<file path="src/rtl/rescale_pkg.sv">
// Shared defaults, FSM state encoding and divider iteration count for pixel_rescaler.
package rescale_pkg;

  localparam int unsigned NB_PIXEL_DEF = 19;
  localparam int unsigned NB_OUT_DEF   = 8;
  localparam int unsigned NB_COUNT_DEF = 32;

  // One quotient bit per divider iteration
  localparam int unsigned DIV_ITERS = NB_OUT_DEF;

  typedef enum logic [1:0] {
    IDLE = 2'd0,
    RUN  = 2'd1,
    DIV  = 2'd2,
    OUT  = 2'd3
  } state_e;

endpackage

</file>
<file path="src/rtl/seq_divider.sv">
// Restoring sequential divider: Q_W iterations, one quotient bit per cycle.
// The numerator must satisfy num < den * 2^Q_W so the quotient fits Q_W bits.
// done_o is high during the final iteration cycle; quot_o is complete after
// the following clock edge. A zero divisor yields a zero quotient.
module seq_divider
  import rescale_pkg::*;
#(
  parameter int unsigned DEN_W = NB_PIXEL_DEF + 1,
  parameter int unsigned Q_W   = DIV_ITERS
) (
  input  logic                   clk_i,
  input  logic                   rst_ni,
  input  logic                   start_i,
  input  logic [DEN_W+Q_W-1:0]   num_i,
  input  logic [DEN_W-1:0]       den_i,
  output logic                   busy_o,
  output logic                   done_o,
  output logic [Q_W-1:0]         quot_o
);

  localparam int unsigned REM_W = DEN_W + 1;
  localparam int unsigned CNT_W = $clog2(Q_W + 1);

  logic [REM_W-1:0] rem_q, rem_d;
  logic [Q_W-1:0]   low_q, low_d;
  logic [Q_W-1:0]   quot_q, quot_d;
  logic [DEN_W-1:0] den_q, den_d;
  logic [CNT_W-1:0] cnt_q, cnt_d;
  logic             busy_q, busy_d;
  logic             done_q, done_d;
  logic [REM_W-1:0] trial;

  // Load on start, otherwise shift in one numerator bit and trial-subtract
  always_comb begin
    rem_d  = rem_q;
    low_d  = low_q;
    quot_d = quot_q;
    den_d  = den_q;
    cnt_d  = cnt_q;
    trial  = {rem_q[REM_W-2:0], low_q[Q_W-1]};
    if (start_i) begin
      rem_d  = REM_W'(num_i[DEN_W+Q_W-1:Q_W]);
      low_d  = num_i[Q_W-1:0];
      den_d  = den_i;
      quot_d = '0;
      cnt_d  = CNT_W'(Q_W);
    end else if (cnt_q != '0) begin
      low_d = low_q << 1;
      cnt_d = cnt_q - CNT_W'(1);
      if ((den_q != '0) && (trial >= REM_W'(den_q))) begin
        rem_d  = trial - REM_W'(den_q);
        quot_d = Q_W'({quot_q, 1'b1});
      end else begin
        rem_d  = trial;
        quot_d = Q_W'({quot_q, 1'b0});
      end
    end
    busy_d = (cnt_d != '0);
    done_d = (cnt_d == CNT_W'(1));
  end

  // Divider state registers with synchronous active-low reset
  always_ff @(posedge clk_i) begin
    if (!rst_ni) begin
      rem_q  <= '0;
      low_q  <= '0;
      quot_q <= '0;
      den_q  <= '0;
      cnt_q  <= '0;
      busy_q <= 1'b0;
      done_q <= 1'b0;
    end else begin
      rem_q  <= rem_d;
      low_q  <= low_d;
      quot_q <= quot_d;
      den_q  <= den_d;
      cnt_q  <= cnt_d;
      busy_q <= busy_d;
      done_q <= done_d;
    end
  end

  assign busy_o = busy_q;
  assign done_o = done_q;
  assign quot_o = quot_q;

endmodule

</file>
<file path="src/rtl/pixel_rescaler.sv">
// Rescales signed convolution values into [0, 2^NB_OUT-1] using the frame
// min/max: pixel = floor((conv-min) * full_scale / (max-min)), clamped.
// Optional macro RESCALE_ROUND_EN: adds floor(range/2) to the numerator so the
// result rounds to nearest instead of truncating.
module pixel_rescaler
  import rescale_pkg::*;
#(
  parameter int unsigned NB_PIXEL = NB_PIXEL_DEF,
  parameter int unsigned NB_OUT   = NB_OUT_DEF,
  parameter int unsigned NB_COUNT = NB_COUNT_DEF
) (
  input  logic                       clock,
  input  logic                       reset,
  input  logic signed [NB_PIXEL-1:0] i_maxValue,
  input  logic signed [NB_PIXEL-1:0] i_minValue,
  input  logic                       i_endSignal,
  input  logic [NB_COUNT-1:0]        i_imageSize,
  input  logic                       i_valid,
  input  logic signed [NB_PIXEL-1:0] i_convValue,
  output logic                       o_ready,
  output logic [NB_OUT-1:0]          o_pixel,
  output logic                       o_valid,
  output logic                       o_done
);

  localparam int unsigned RNG_W = NB_PIXEL + 1;
  localparam int unsigned DIF_W = NB_PIXEL + 2;
  localparam int unsigned NUM_W = RNG_W + NB_OUT;

  state_e                      state_q, state_d;
  logic signed [NB_PIXEL-1:0]  min_q, min_d;
  logic [RNG_W-1:0]            range_q, range_d;
  logic [NB_COUNT-1:0]         size_q, size_d;
  logic [NB_COUNT-1:0]         count_q, count_d;
  logic                        ready_q, ready_d;
  logic                        valid_q, valid_d;
  logic                        done_q, done_d;
  logic                        div_start;
  logic                        div_busy;
  logic                        div_done;
  logic signed [DIF_W-1:0]     diff;
  logic [RNG_W-1:0]            opnd;
  logic [NUM_W-1:0]            num;

  // Clamp conv-min into [0, range] and form the scaled numerator
  always_comb begin
    diff = {{2{i_convValue[NB_PIXEL-1]}}, i_convValue} - {{2{min_q[NB_PIXEL-1]}}, min_q};
    if (diff[DIF_W-1]) begin
      opnd = '0;
    end else if (diff > {1'b0, range_q}) begin
      opnd = range_q;
    end else begin
      opnd = diff[RNG_W-1:0];
    end
    num = {opnd, {NB_OUT{1'b0}}} - NUM_W'(opnd);
`ifdef RESCALE_ROUND_EN
    num = num + NUM_W'(range_q >> 1);
`endif
  end

  // Frame/pixel control: next state and registered outputs
  always_comb begin
    state_d   = state_q;
    min_d     = min_q;
    range_d   = range_q;
    size_d    = size_q;
    count_d   = count_q;
    valid_d   = 1'b0;
    done_d    = 1'b0;
    div_start = 1'b0;
    case (state_q)
      IDLE: begin
        if (i_endSignal) begin
          min_d   = i_minValue;
          range_d = {i_maxValue[NB_PIXEL-1], i_maxValue} - {i_minValue[NB_PIXEL-1], i_minValue};
          size_d  = i_imageSize;
          count_d = '0;
          if (i_imageSize == '0) begin
            done_d = 1'b1;
          end else begin
            state_d = RUN;
          end
        end
      end
      RUN: begin
        if (i_valid && ready_q) begin
          div_start = 1'b1;
          state_d   = DIV;
        end
      end
      DIV: begin
        if (div_busy && div_done) begin
          state_d = OUT;
          valid_d = 1'b1;
          done_d  = ((count_q + NB_COUNT'(1)) == size_q);
        end
      end
      OUT: begin
        count_d = count_q + NB_COUNT'(1);
        state_d = (count_d == size_q) ? IDLE : RUN;
      end
      default: state_d = IDLE;
    endcase
    ready_d = (state_d == RUN);
  end

  // Control and output registers with synchronous active-low reset
  always_ff @(posedge clock) begin
    if (!reset) begin
      state_q <= IDLE;
      min_q   <= '0;
      range_q <= '0;
      size_q  <= '0;
      count_q <= '0;
      ready_q <= 1'b0;
      valid_q <= 1'b0;
      done_q  <= 1'b0;
    end else begin
      state_q <= state_d;
      min_q   <= min_d;
      range_q <= range_d;
      size_q  <= size_d;
      count_q <= count_d;
      ready_q <= ready_d;
      valid_q <= valid_d;
      done_q  <= done_d;
    end
  end

  seq_divider #(
    .DEN_W (RNG_W),
    .Q_W   (NB_OUT)
  ) u_div (
    .clk_i   (clock),
    .rst_ni  (reset),
    .start_i (div_start),
    .num_i   (num),
    .den_i   (range_q),
    .busy_o  (div_busy),
    .done_o  (div_done),
    .quot_o  (o_pixel)
  );

  assign o_ready = ready_q;
  assign o_valid = valid_q;
  assign o_done  = done_q;

endmodule

</file>
<file path="config.mk">
export PLATFORM = sky130hd
export DESIGN_NAME = pixel_rescaler
export DESIGN_NICKNAME = d
export VERILOG_FILES = /design/src/rtl/rescale_pkg.sv /design/src/rtl/seq_divider.sv /design/src/rtl/pixel_rescaler.sv
export SDC_FILE = /design/constraint.sdc
export NUM_CORES = 1
export LEC_CHECK = 0
export CORE_MARGIN = 2
export CORE_UTILIZATION = 54
export CTS_CLUSTER_DIAMETER = 120
export DETAILED_ROUTE_END_ITERATION = 8
export PLACE_DENSITY = 0.78
export REMOVE_ABC_BUFFERS = 1
export SYNTH_ARGS = -nofsm -noshare
export SYNTH_HDL_FRONTEND = slang
export SYNTH_HIERARCHICAL = 1
export SYNTH_SLANG_ARGS = --single-unit
</file>
<file path="constraint.sdc">
create_clock -name clock -period 7.43 [get_ports clock]
set_input_delay 0.743 -clock clock [delete_from_list [all_inputs] [get_ports clock]]
set_output_delay 0.743 -clock clock [all_outputs]
set_load 0.02 [all_outputs]
</file>
Word level (Yosys, flattened, before mapping):

Index checks and enable logic that the tools add are counted.

* bits in registers: 170
* input bits: 93
* output and inout bits: 11
* logic and storage cells: 70

* $add $sub $neg: 6
* $lt $le $gt $ge: 2
* eq/ne operators: 7
* muxes and demuxes: 25
* bitwise operators: 1
* reductions and logical operators: 14

Operators with widths (number)
* 2-to-1 mux 20 bit: 5
* one-hot mux 32 bit (2 select lines): 1
* subtractor 19 x 19 -> 20 bit: 2
* adder 32 x 1 -> 32 bit, second input constant: 1
* equality test 32 bit: 1
* zero test 32 bit: 1
* 2-to-1 mux 32 bit: 1
* subtractor 28 x 20 -> 28 bit: 1
* greater-or-equal comparator 21 x 20 -> 1 bit: 1
* greater-than comparator 21 x 20 -> 1 bit: 1
* nonzero test 20 bit: 1
* subtractor 20 bit: 1
* 2-to-1 mux 8 bit: 2
* 2-to-1 mux 1 bit: 8
* 2-to-1 mux 2 bit: 4
* 2-to-1 mux 4 bit: 2
* one-hot mux 2 bit (4 select lines): 1
* nonzero test 4 bit: 2
* AND reduction 2 bit: 3
* equality test 2 x 1 -> 1 bit, second input constant: 2
* equality test 2 bit, second input constant: 2
* equality test 4 x 1 -> 1 bit, second input constant: 1
* nonzero test 2 bit: 2
* subtractor 4 x 1 -> 4 bit, second input constant: 1
* 6 further kinds: 8

Depth between registers and ports, before layout:

Gate-level depths: netlist of the first run.

* depth in word-level cells: 6
* gate-level depth with buffers: 38
* gate-level depth less buffers: 33

Modules after synthesis:

The synthesis of the first run kept the hierarchy.

Modules (own cells, without submodules)
* pixel_rescaler: times used 1, cells each 1268, area each 9037.4 sq um, seq. area each 2162.1 sq um
* seq_divider: times used 1, cells each 473, area each 3816.2 sq um, seq. area each 1241.2 sq um

Worst setup path before layout of the first run:

Ideal clock, no wire load.

* path type: input -> register
* start: in i_convValue[0]
* end: reg u_div.rem_q[18]
* library setup time: 0.133 ns
* arrival: 7.384 ns
* data required time: 7.297 ns
* path slack: -0.087 ns
* cell stages on the path: 32
* buffers on the path: 4
* cell sequence: inv_1 ha_1 inv_1 fa_1 a211o_1 and2_1 a2111oi_0 o311ai_0 and3_1 ha_1 nand4_1 or4_1 or4_4 o21a_1 a31oi_4 buf_6 buf_4 buf_2 buf_2 a21oi_1 nor2_1 ha_1 a21o_1 a21oi_1 inv_1 or3_1 o21ai_1 o21ai_1 a31o_1 a22o_1 a21oi_1 o22ai_1

* longest elaborated chain between the ends: 6

Ends and longest elaborated chain
* start: declaration: line pixel_rescaler.sv:19 `input logic signed [NB_PIXEL-1:0] i_convValue,`
* subtractor 19 x 19 -> 20 bit *: line pixel_rescaler.sv:47 `diff = {{2{i_convValue[NB_PIXEL-1]}}, i_convValue} - {{2{min_q[NB_PIXEL-1]}}, min_q};`
* greater-than comparator 21 x 20 -> 1 bit: line pixel_rescaler.sv:50 `end else if (diff > {1'b0, range_q}) begin`
* 2-to-1 mux 20 bit: line pixel_rescaler.sv:50
* 2-to-1 mux 20 bit *: line pixel_rescaler.sv:48 `if (diff[DIF_W-1]) begin`
* subtractor 28 x 20 -> 28 bit *: line pixel_rescaler.sv:55 `num = {opnd, {NB_OUT{1'b0}}} - NUM_W'(opnd);`
* via num[26]: line pixel_rescaler.sv:43 `logic [NUM_W-1:0] num;`
* 2-to-1 mux 20 bit *: line seq_divider.sv:41 `if (start_i) begin`
* end signal: assignment: line seq_divider.sv:73 `rem_q <= rem_d;`
* end: declaration: line seq_divider.sv:24 `logic [REM_W-1:0] rem_q, rem_d;`

Mark *: on every way through the listed nets, which the timed path passes. The rest lies on a longest branch.
A chain may end at the register's enable or synchronous reset.

Worst setup path after layout of the first run:

* start: in i_convValue[8]
* end: reg u_div.rem_q[18]

Same word-level chain as after synthesis.

==> flow_summary.json, run 1 <==
{
  "outcome": "completed",
  "seq_area_mm2": 0.00340,
  "synth_cells": 1741,
  "clock_skew_ns": 0.0183,
  "fin_ws_ns": 0.299,
  "initial_core_util": 0.549,
  "ys_ff_latch": 170,
  "synth-seq-area-share": 0.265,
  "place.gp.congestion": 0.957,
  "rows": 56,
  "p_leak_uw": 0.00627,
  "post_dp_cell_area_mm2": 0.0147,
  "fin_crit_ns": 7.13,
  "die_y_um": 158,
  "multi_input_area_mm2": 0.00874,
  "reg2regPathDepth": 28,
  "core_mm2": 0.0234,
  "layout-drive-gt1-share": 0.104,
  "cp_data_arrival_time_ns": 7.43,
  "drtAntennaViolNets": 0,
  "timing.final.hold_violations": 0,
  "dp_hpwl_um": 26500,
  "timing.rr.start": "min_q[8]",
  "use_met2": 0.452,
  "final_cell_mix": "nand2_1 (245), a21oi_1 (217), dfxtp_1 (170)",
  "worst_pin_slew_ns": 1.12,
  "busiest_layer": "met2",
  "antenna_found_initial": 0,
  "finalPower_uw": 4360,
  "drt_iter0_markers": 953,
  "grt_max_degree": 108,
  "yosysUniqueCellTypes": 87,
  "synth_warnings": 6,
  "cts.sinks": 170,
  "crit_end": "u_div/rem_q[18]",
  "via_per_inst": 5.76,
  "numCtsBuffers": 17,
  "grtUsageTotal": 0.277,
  "cts_max_level": 4,
  "synth_edf_count": 0,
  "clkSlewWorstSetupHoldPaths_ns": 0.07,
  "layout.nets": 2072,
  "fillers": 2094,
  "clock.fmax_mhz": 140,
  "crit_type": "in2reg",
  "required_ns": 7.73,
  "path_max_fanout": 7,
  "die_w_um": 158,
  "clk_latency_ns": 0.44,
  "grt_pass1_wl_um": 56600,
  "drc_errors": 0,
  "ios": 104,
  "grt_pass1_vias": 11700,
  "p_per_area_mw_per_mm2": 284,
  "syn_area_per_cell_um2": 7.38,
  "stdcell_area_mm2": 0.0154,
  "ir_worst_vdd_v": 0.000167,
  "wl_um": 34900,
  "crit_start": "i_convValue[8]",
  "vias": 12800,
  "final_common_cell": "nand2_1",
  "r2r-end": "u_div/rem_q[18]",
  "port_buffers": 103,
  "synthesis.area_mm2": 0.0129,
  "r2r_slack_ns": 0.68,
  "finalCritPeriodShare": 0.960,
  "slew_headroom": 0.252,
  "whs_ns": 0.453,
  "post_drt_wl_per_cell_um": 15.8,
  "clockRootBuffer": "clkbuf_16",
  "async_flop_share": 0,
  "start_kind": "input port",
  "synthFlopType": "dfxtp_1",
  "drtPass1Iterations": 5,
  "cp-end-kind": "register",
  "rsz0062_at_grt": "true",
  "fin_tns_setup_ns": 0,
  "clk_path_buf_depth": 2,
  "insertedDiodeCount": 0,
  "use_met3": 0.0392,
  "drv_slew": 0,
  "dp_slack_ns": -0.390,
  "setup-violations-final": 0,
  "hold_class": "reg2reg",
  "cts_tree": "built",
  "gr-total-overflow": 0,
  "drv_cap": 0,
  "dieArea_mm2": 0.0251,
  "grt_use_met1": 0.382,
  "synthToLayoutAreaGrowth_pct": 19.7
}
sequential cells by signal, indices dropped and copies added, names as in the netlist, 2 cells and up:
| name | count |
|---|---|
| min_q | 19 |
| size_q | 32 |
| u_div/den_q | 20 |
| state_q | 2 |
| u_div/low_q | 8 |
| u_div/quot_o | 8 |
| u_div/cnt_q | 4 |
| range_q | 20 |
| count_q | 32 |
| u_div/rem_q | 20 |
critical path, cell delays in order:
cell	delay [ns]
clkdlybuf4s50_1	0.42
ha_1	0.36
buf_4	0.13
nand3_1	0.09
a21oi_1	0.35
a2111oi_2	0.10
buf_4	0.15
or4_1	0.50
and3_1	0.23
ha_1	0.30
nand4_1	0.13
or4_4	0.44
or4_4	0.55
o21a_1	0.16
a31oi_4	0.28
nor2_1	0.07
a211oi_1	0.40
inv_1	0.09
ha_1	0.22
a2111oi_0	0.46
a211o_1	0.18
a31oi_2	0.06
o21ai_1	0.22
o21ai_1	0.12
a31o_1	0.23
a22o_1	0.22
a21oi_1	0.14
o22ai_1	0.08
worst min-delay path by stage:
stage / endpoint / startpoint / cells past startpoint / slack [ns]
2_1_floorplan: min_q[10] / min_q[10] / 2 / 0.44
3_3_place_gp: u_div/quot_o[7] / u_div/quot_o[7] / 2 / 0.44
3_5_place_dp: min_q[10] / min_q[10] / 2 / 0.45
4_1_cts: min_q[10] / min_q[10] / 2 / 0.46
5_1_grt: min_q[10] / min_q[10] / 2 / 0.48
6_report: min_q[10] / min_q[10] / 2 / 0.45
Yosys cell counts (all sizes together) (6+ instances only):
master	count	area, µm²
a31o	17	149
or4	7	56.3
and2	18	115
nor3b	8	60.1
and4	6	52.6
a211o	8	70.1
inv	118	443
or3	18	113
nor4	22	138
xnor2	76	666
o211ai	6	45.0
mux2i	41	410
or2	9	56.3
nand2	246	926
nand3b	8	60.1
ha	93	1160
a211oi	15	113
nor2	144	541
o21ai	73	365
a31oi	17	121
a221oi	8	95.1
xor2	45	394
nor2b	15	93.8
nor3	41	215
a22oi	7	52.6
a21o	24	180
a21oi	220	1100
and3	15	93.8
o21a	15	113
nand3	44	220
nand2b	14	87.6
buf	19	130
dfxtp	170	3400
nand4	22	138
clkbuf	65	244
layer usage:
layer	vias up	routed length [µm]
li1	6407	-
met1	5925	16600
met2	375	15900
met3	56	1690
met4	0	753
met5	-	0
stage by stage:
| stage | cells | utilization |
|---|---|---|
| after floorplan | 1657 | - |
| after detailed placement | 2180 | 0.628 |
| after global routing | 2215 | 0.657 |
| final | 2215 | 0.657 |
| after CTS | 2212 | 0.652 |
| after global placement | 2180 | 0.628 |
where the power goes:
group	leakage, µW	switching [µW]	internal (µW)
sequential	0.00139	76.1	992
combinational	0.00459	1310	1100
clock	0.000291	429	458
layout make-up:
| class | instances | area share |
|---|---|---|
| clock buffers | 18 | 0.0285 |
| multi-input cells | 1367 | 0.568 |
| well taps | 319 | 0.0259 |
| inverters | 120 | 0.0293 |
| flip-flops and latches | 170 | 0.221 |
| clock inverters | 14 | 0.00927 |
| repair buffers | 207 | 0.118 |
kinds of logic (layout without fill, tap and decap cells):
logic type | count (synthesis) | after routing | share of synthesized area
AO/OA/AOI/OAI | 463 | 463 | 0.224
XOR/XNOR | 121 | 121 | 0.0824
adder cells (fa/ha/maj) | 96 | 96 | 0.0952
buffers and inverters | 204 | 359 | 0.0641
flip-flops | 170 | 170 | 0.265
multiplexers | 42 | 42 | 0.0328
AND/OR/NAND/NOR | 645 | 645 | 0.237
what timing repair did:
item	CTS	global route
resized for setup	0	21
hold endpoints to repair	0	0
hold buffers	0	0
buffers inserted	0	3
setup endpoints to repair	0	13
No activity file was read; power rests on OpenSTA's default activity.
==> run 2: changes to the inputs <==
--- a/config.mk
+++ b/config.mk
@@ -11,6 +11,7 @@
 export DETAILED_ROUTE_END_ITERATION = 8
 export PLACE_DENSITY = 0.78
 export REMOVE_ABC_BUFFERS = 1
+export SLEW_MARGIN = 20
 export SYNTH_ARGS = -nofsm -noshare
 export SYNTH_HDL_FRONTEND = slang
 export SYNTH_HIERARCHICAL = 1
==> run 2 against run 1 <==
First-iteration DRC count rose by 3.6%. Die area did not move. Critical path depth did not move. Largest power group unchanged. Via count rose by 0.52%. Combinational power barely moved. Critical path type unchanged. Total power rose by 0.10%. Non-clock buffer count rose by 1. Hold slack barely moved. Utilization rose by 0.12 points.
==> flow_summary.json, run 2 (synthesized netlist as in run 1, its figures left out) <==
{
  "port_buffers": 103,
  "vias": 12800,
  "die_y_um": 158,
  "clockRootBuffer": "clkbuf_16",
  "cts_tree": "built",
  "synthToLayoutAreaGrowth_pct": 19.9,
  "layout.nets": 2073,
  "cts.sinks": 170,
  "ir_worst_vdd_v": 0.000159,
  "clk_path_buf_depth": 2,
  "drv_slew": 0,
  "largestRegisters": "count_q: 32 flops, size_q: 32 flops",
  "drtAntennaViolNets": 0,
  "path_max_fanout": 7,
  "place.gp.congestion": 0.957,
  "final_common_cell": "nand2_1",
  "die_w_um": 158,
  "numCtsBuffers": 17,
  "core_mm2": 0.0234,
  "final_cell_mix": "nand2_1 (245), a21oi_1 (217), dfxtp_1 (170)",
  "grt_max_degree": 108,
  "cpMostUsedCell": "ha_1",
  "grt_pass1_vias": 11700,
  "dp_hpwl_um": 26500,
  "drc_errors": 0,
  "slowest_delay_ns": 0.55,
  "drv_cap": 0,
  "cp-end-kind": "register",
  "gr-total-overflow": 0,
  "clock_skew_ns": 0.0182,
  "timing.final.hold_violations": 0,
  "final_core_util": 0.659,
  "fin_tns_setup_ns": 0,
  "drt_iter0_markers": 987,
  "crit_type": "in2reg",
  "p_leak_uw": 0.00628,
  "start_kind": "input port",
  "slew_headroom": 0.449,
  "antenna_found_initial": 0,
  "placed_cells": 2180,
  "p_per_area_mw_per_mm2": 283,
  "via_per_inst": 5.79,
  "insertedDiodeCount": 0,
  "rows": 56,
  "whs_ns": 0.454,
  "drtPass1Iterations": 5,
  "dp_slack_ns": -0.390,
  "required_ns": 7.73,
  "fin_ws_ns": 0.313,
  "cts_max_level": 4,
  "cp_data_arrival_time_ns": 7.42,
  "fin_crit_ns": 7.12,
  "hold_class": "reg2reg",
  "rsz0062_at_grt": "true",
  "worst_pin_slew_ns": 0.823,
  "wl_um": 35100,
  "finalCritPeriodShare": 0.958,
  "fin_cells": 2216,
  "initial_core_util": 0.549,
  "critical_path.slowest_cell": "or4_4",
  "clk_latency_ns": 0.44,
  "post_drt_wl_per_cell_um": 15.8,
  "grtUsageTotal": 0.277,
  "ios": 104,
  "setup-violations-final": 0,
  "dieArea_mm2": 0.0251,
  "layout-drive-gt1-share": 0.104,
  "outcome": "completed",
  "grt_pass1_wl_um": 56600,
  "clock.fmax_mhz": 141,
  "clkSlewWorstSetupHoldPaths_ns": 0.07
}
[run 2: area by class of cell]
cell class,instances,area (µm²)
clock buffers,18,439
clock inverters,14,143
fillers,2085,7990
inverters,120,450
multi-input cells,1367,8740
flip-flops and latches,170,3400
well taps,319,399
repair buffers,208,1840
[run 2: layer usage]
metal  GRT usage  wire length [µm]
met1       0.382             16600
met2       0.452             16000
met3      0.0392              1760
met4      0.0802               748
met5           0                 0
[run 2: report_power, final]
part           internal (µW)  switching, µW
registers                992           76.2
clock network            458            430
logic                   1100           1310
[run 2: what timing repair did]
action,4_1_cts,5_1_grt
setup buffers,0,3
resized for setup,0,21
hold buffers,0,0
endpoints found under the setup margin,0,13
[run 2: worst paths after layout]
check | end | start | cells after the start | slack (ns)
worst max register to register | u_div/rem_q[18] | min_q[8] | 28 | 0.69
worst min-delay path | min_q[10] | min_q[10] | 2 | 0.45
worst min register to register | min_q[10] | min_q[10] | 2 | 0.45
worst max-delay path | u_div/rem_q[18] | i_convValue[8] | 28 | 0.31
[run 2: per-stage QoR]
| step | instance area, µm² | total power, µW |
|---|---|---|
| 3_3_place_gp | 14700 | 3360 |
| 6_report | 15400 | 4370 |
| 2_1_floorplan | 12500 | 2670 |
| 3_5_place_dp | 14700 | 3400 |
| 4_1_cts | 15300 | 4290 |
| 5_1_grt | 15400 | 4660 |
[run 2: worst max-delay path: cells and delay by family]
kind,cells,cell delay (ns)
compound gates,14,2.99
fa+ha+maj,3,0.88
buf+inv,4,0.79
simple gates,7,2.01
==> run 3: changes to the inputs <==
--- a/config.mk
+++ b/config.mk
@@ -8,8 +8,10 @@
 export CORE_MARGIN = 2
 export CORE_UTILIZATION = 54
 export CTS_CLUSTER_DIAMETER = 120
+export CTS_CLUSTER_SIZE = 12
 export DETAILED_ROUTE_END_ITERATION = 8
 export PLACE_DENSITY = 0.78
+export RECOVER_POWER = 100
 export REMOVE_ABC_BUFFERS = 1
 export SLEW_MARGIN = 20
 export SYNTH_ARGS = -nofsm -noshare
==> run 3 against run 2 <==
Critical path type unchanged. Routed wire length down 0.11%. Non-clock buffer count unchanged. Global-route usage unchanged. Clock skew about the same. The flow now finishes with violations (max-capacitance violations, max-slew violations).
==> flow_summary.json, run 3 (synthesized netlist as in run 1, its figures left out) <==
{
  "outcome": "finished, violations left",
  "violations": "max-capacitance violations, max-slew violations",
  "post_drt_wl_per_cell_um": 15.8,
  "slew_headroom": -1.23,
  "placed_cells": 2180,
  "p_per_area_mw_per_mm2": 284,
  "timing.rr.start": "min_q[8]",
  "drtAntennaViolNets": 0,
  "grt_pass1_vias": 11700,
  "crit_type": "in2reg",
  "clkSlewWorstSetupHoldPaths_ns": 0.07,
  "numCtsBuffers": 17,
  "clk_path_buf_depth": 2,
  "drc_errors": 0,
  "fillers": 2090,
  "die_y_um": 158,
  "drv_cap": 2,
  "seq_area_mm2": 0.00340,
  "fin_crit_ns": 7.12,
  "layout-drive-gt1-share": 0.103,
  "grt_pass1_wl_um": 56600,
  "wl_um": 35000,
  "final_common_cell": "nand2_1",
  "final_cell_mix": "nand2_1 (245), a21oi_1 (217), dfxtp_1 (170)",
  "fin_tns_setup_ns": 0,
  "rows": 56,
  "required_ns": 7.73,
  "initial_core_util": 0.549,
  "port_buffers": 103,
  "clockRootBuffer": "clkbuf_16",
  "worst-path-buf-inv": 4,
  "synthToLayoutAreaGrowth_pct": 19.8,
  "start_kind": "input port",
  "r2r-end": "u_div/rem_q[18]",
  "drtPass1Iterations": 5,
  "cp-end-kind": "register",
  "dieArea_mm2": 0.0251,
  "ios": 104,
  "fin_cells": 2216,
  "hold_start": "min_q[10]",
  "layout.nets": 2073,
  "rsz0062_at_grt": "true",
  "multi_input_area_mm2": 0.00873,
  "hold_class": "reg2reg",
  "largestRegisters": "count_q: 32 flops, size_q: 32 flops",
  "hold_depth": 2,
  "die_w_um": 158,
  "cpMostUsedCell": "ha_1",
  "setup-violations-final": 0,
  "reg2regPathDepth": 28,
  "vias": 12800,
  "via_per_inst": 5.78,
  "holdPathEnd": "min_q[10]",
  "grtUsageTotal": 0.277,
  "grt_max_degree": 108,
  "worst_pin_slew_ns": 3.34,
  "antenna_found_initial": 0,
  "path_max_fanout": 7,
  "r2r_slack_ns": 0.69,
  "place.gp.congestion": 0.957,
  "core_mm2": 0.0234,
  "cts_tree": "built",
  "cts_max_level": 4,
  "clock.fmax_mhz": 141,
  "timing.final.hold_violations": 0,
  "dp_hpwl_um": 26500,
  "insertedDiodeCount": 0,
  "ir_worst_vdd_v": 0.000159,
  "clock_skew_ns": 0.0185,
  "drv_slew": 153,
  "slowest_delay_ns": 0.55,
  "clk_latency_ns": 0.44,
  "p_leak_uw": 0.00627,
  "drt_iter0_markers": 986,
  "gr-total-overflow": 0,
  "cts.sinks": 170,
  "finalCritPeriodShare": 0.958,
  "cp_data_arrival_time_ns": 7.42,
  "crit_family": "compound AO/OA/AOI/OAI gates",
  "critical_path.slowest_cell": "or4_4"
}
## run 3: changes by cell type in the layout (fill, tap and decap cells not counted), sizes merged
cell	previous run	this run
dlygate4sd3	0	1
clkbuf	18	20
clkdlybuf4s50	103	102
buf	105	103
## run 3: stage by stage
stage / instance area, µm² / hold slack (ns) / util / setup slack, ns / power, µW
6_report: 15400 / 0.454 / 0.658 / 0.313 / 4370
3_5_place_dp: 14700 / 0.447 / 0.628 / -0.390 / 3400
3_3_place_gp: 14700 / 0.439 / 0.628 / -0.226 / 3360
2_1_floorplan: 12500 / 0.436 / - / -0.616 / 2670
5_1_grt: 15400 / 0.477 / 0.658 / -0.0801 / 4660
4_1_cts: 15300 / 0.456 / 0.652 / 0.0423 / 4290
## run 3: layout make-up
class / instances / area share
Inverter: 120 / 0.0292
Multi-Input combinational cell: 1367 / 0.567
Clock inverter: 14 / 0.00926
Timing Repair Buffer: 208 / 0.119
Sequential cell: 170 / 0.221
Tap cell: 319 / 0.0259
Clock buffer: 18 / 0.0285
## run 3: power breakdown
group          total (µW)  internal [µW]  switching (µW)
Clock                 888            458             430
Sequential           1070            992            76.1
Combinational        2410           1110            1310
Total                4370           2560            1810
## run 3: routing by layer
layer	GRT usage	vias up	routed length, µm
li1	-	6413	-
met5	0	-	0
met4	0.0802	0	756
met2	0.452	403	16000
met1	0.382	5947	16500
met3	0.0392	56	1740
## run 3: timing repair
action | in CTS | in global routing
setup endpoints to repair | 0 | 13
buffers inserted | 0 | 3
hold buffers | 0 | 0
resized for setup | 0 | 21
## run 3: worst max path at each step
stage                              start         endpoint  slack [ns]  cells after the start
final                     i_convValue[8]  u_div/rem_q[18]        0.31                     28
after global routing      i_convValue[8]  u_div/rem_q[18]       -0.08                     28
after CTS                 i_convValue[0]  u_div/rem_q[19]        0.04                     35
after detailed placement  i_convValue[0]  u_div/rem_q[19]       -0.39                     35
after global placement    i_convValue[0]  u_div/rem_q[19]       -0.23                     35
after floorplan           i_convValue[0]  u_div/rem_q[19]       -0.62                     33
## run 3: worst register-to-register path: cells and delay by family (launching register included)
| kind | cells | cell delay [ns] |
|---|---|---|
| AO/OA/AOI/OAI | 14 | 2.99 |
| AND/OR/NAND/NOR | 7 | 2.01 |
| adder cells (fa/ha/maj) | 3 | 0.86 |
| buffers and inverters | 4 | 0.44 |
| flip-flops | 1 | 0.33 |
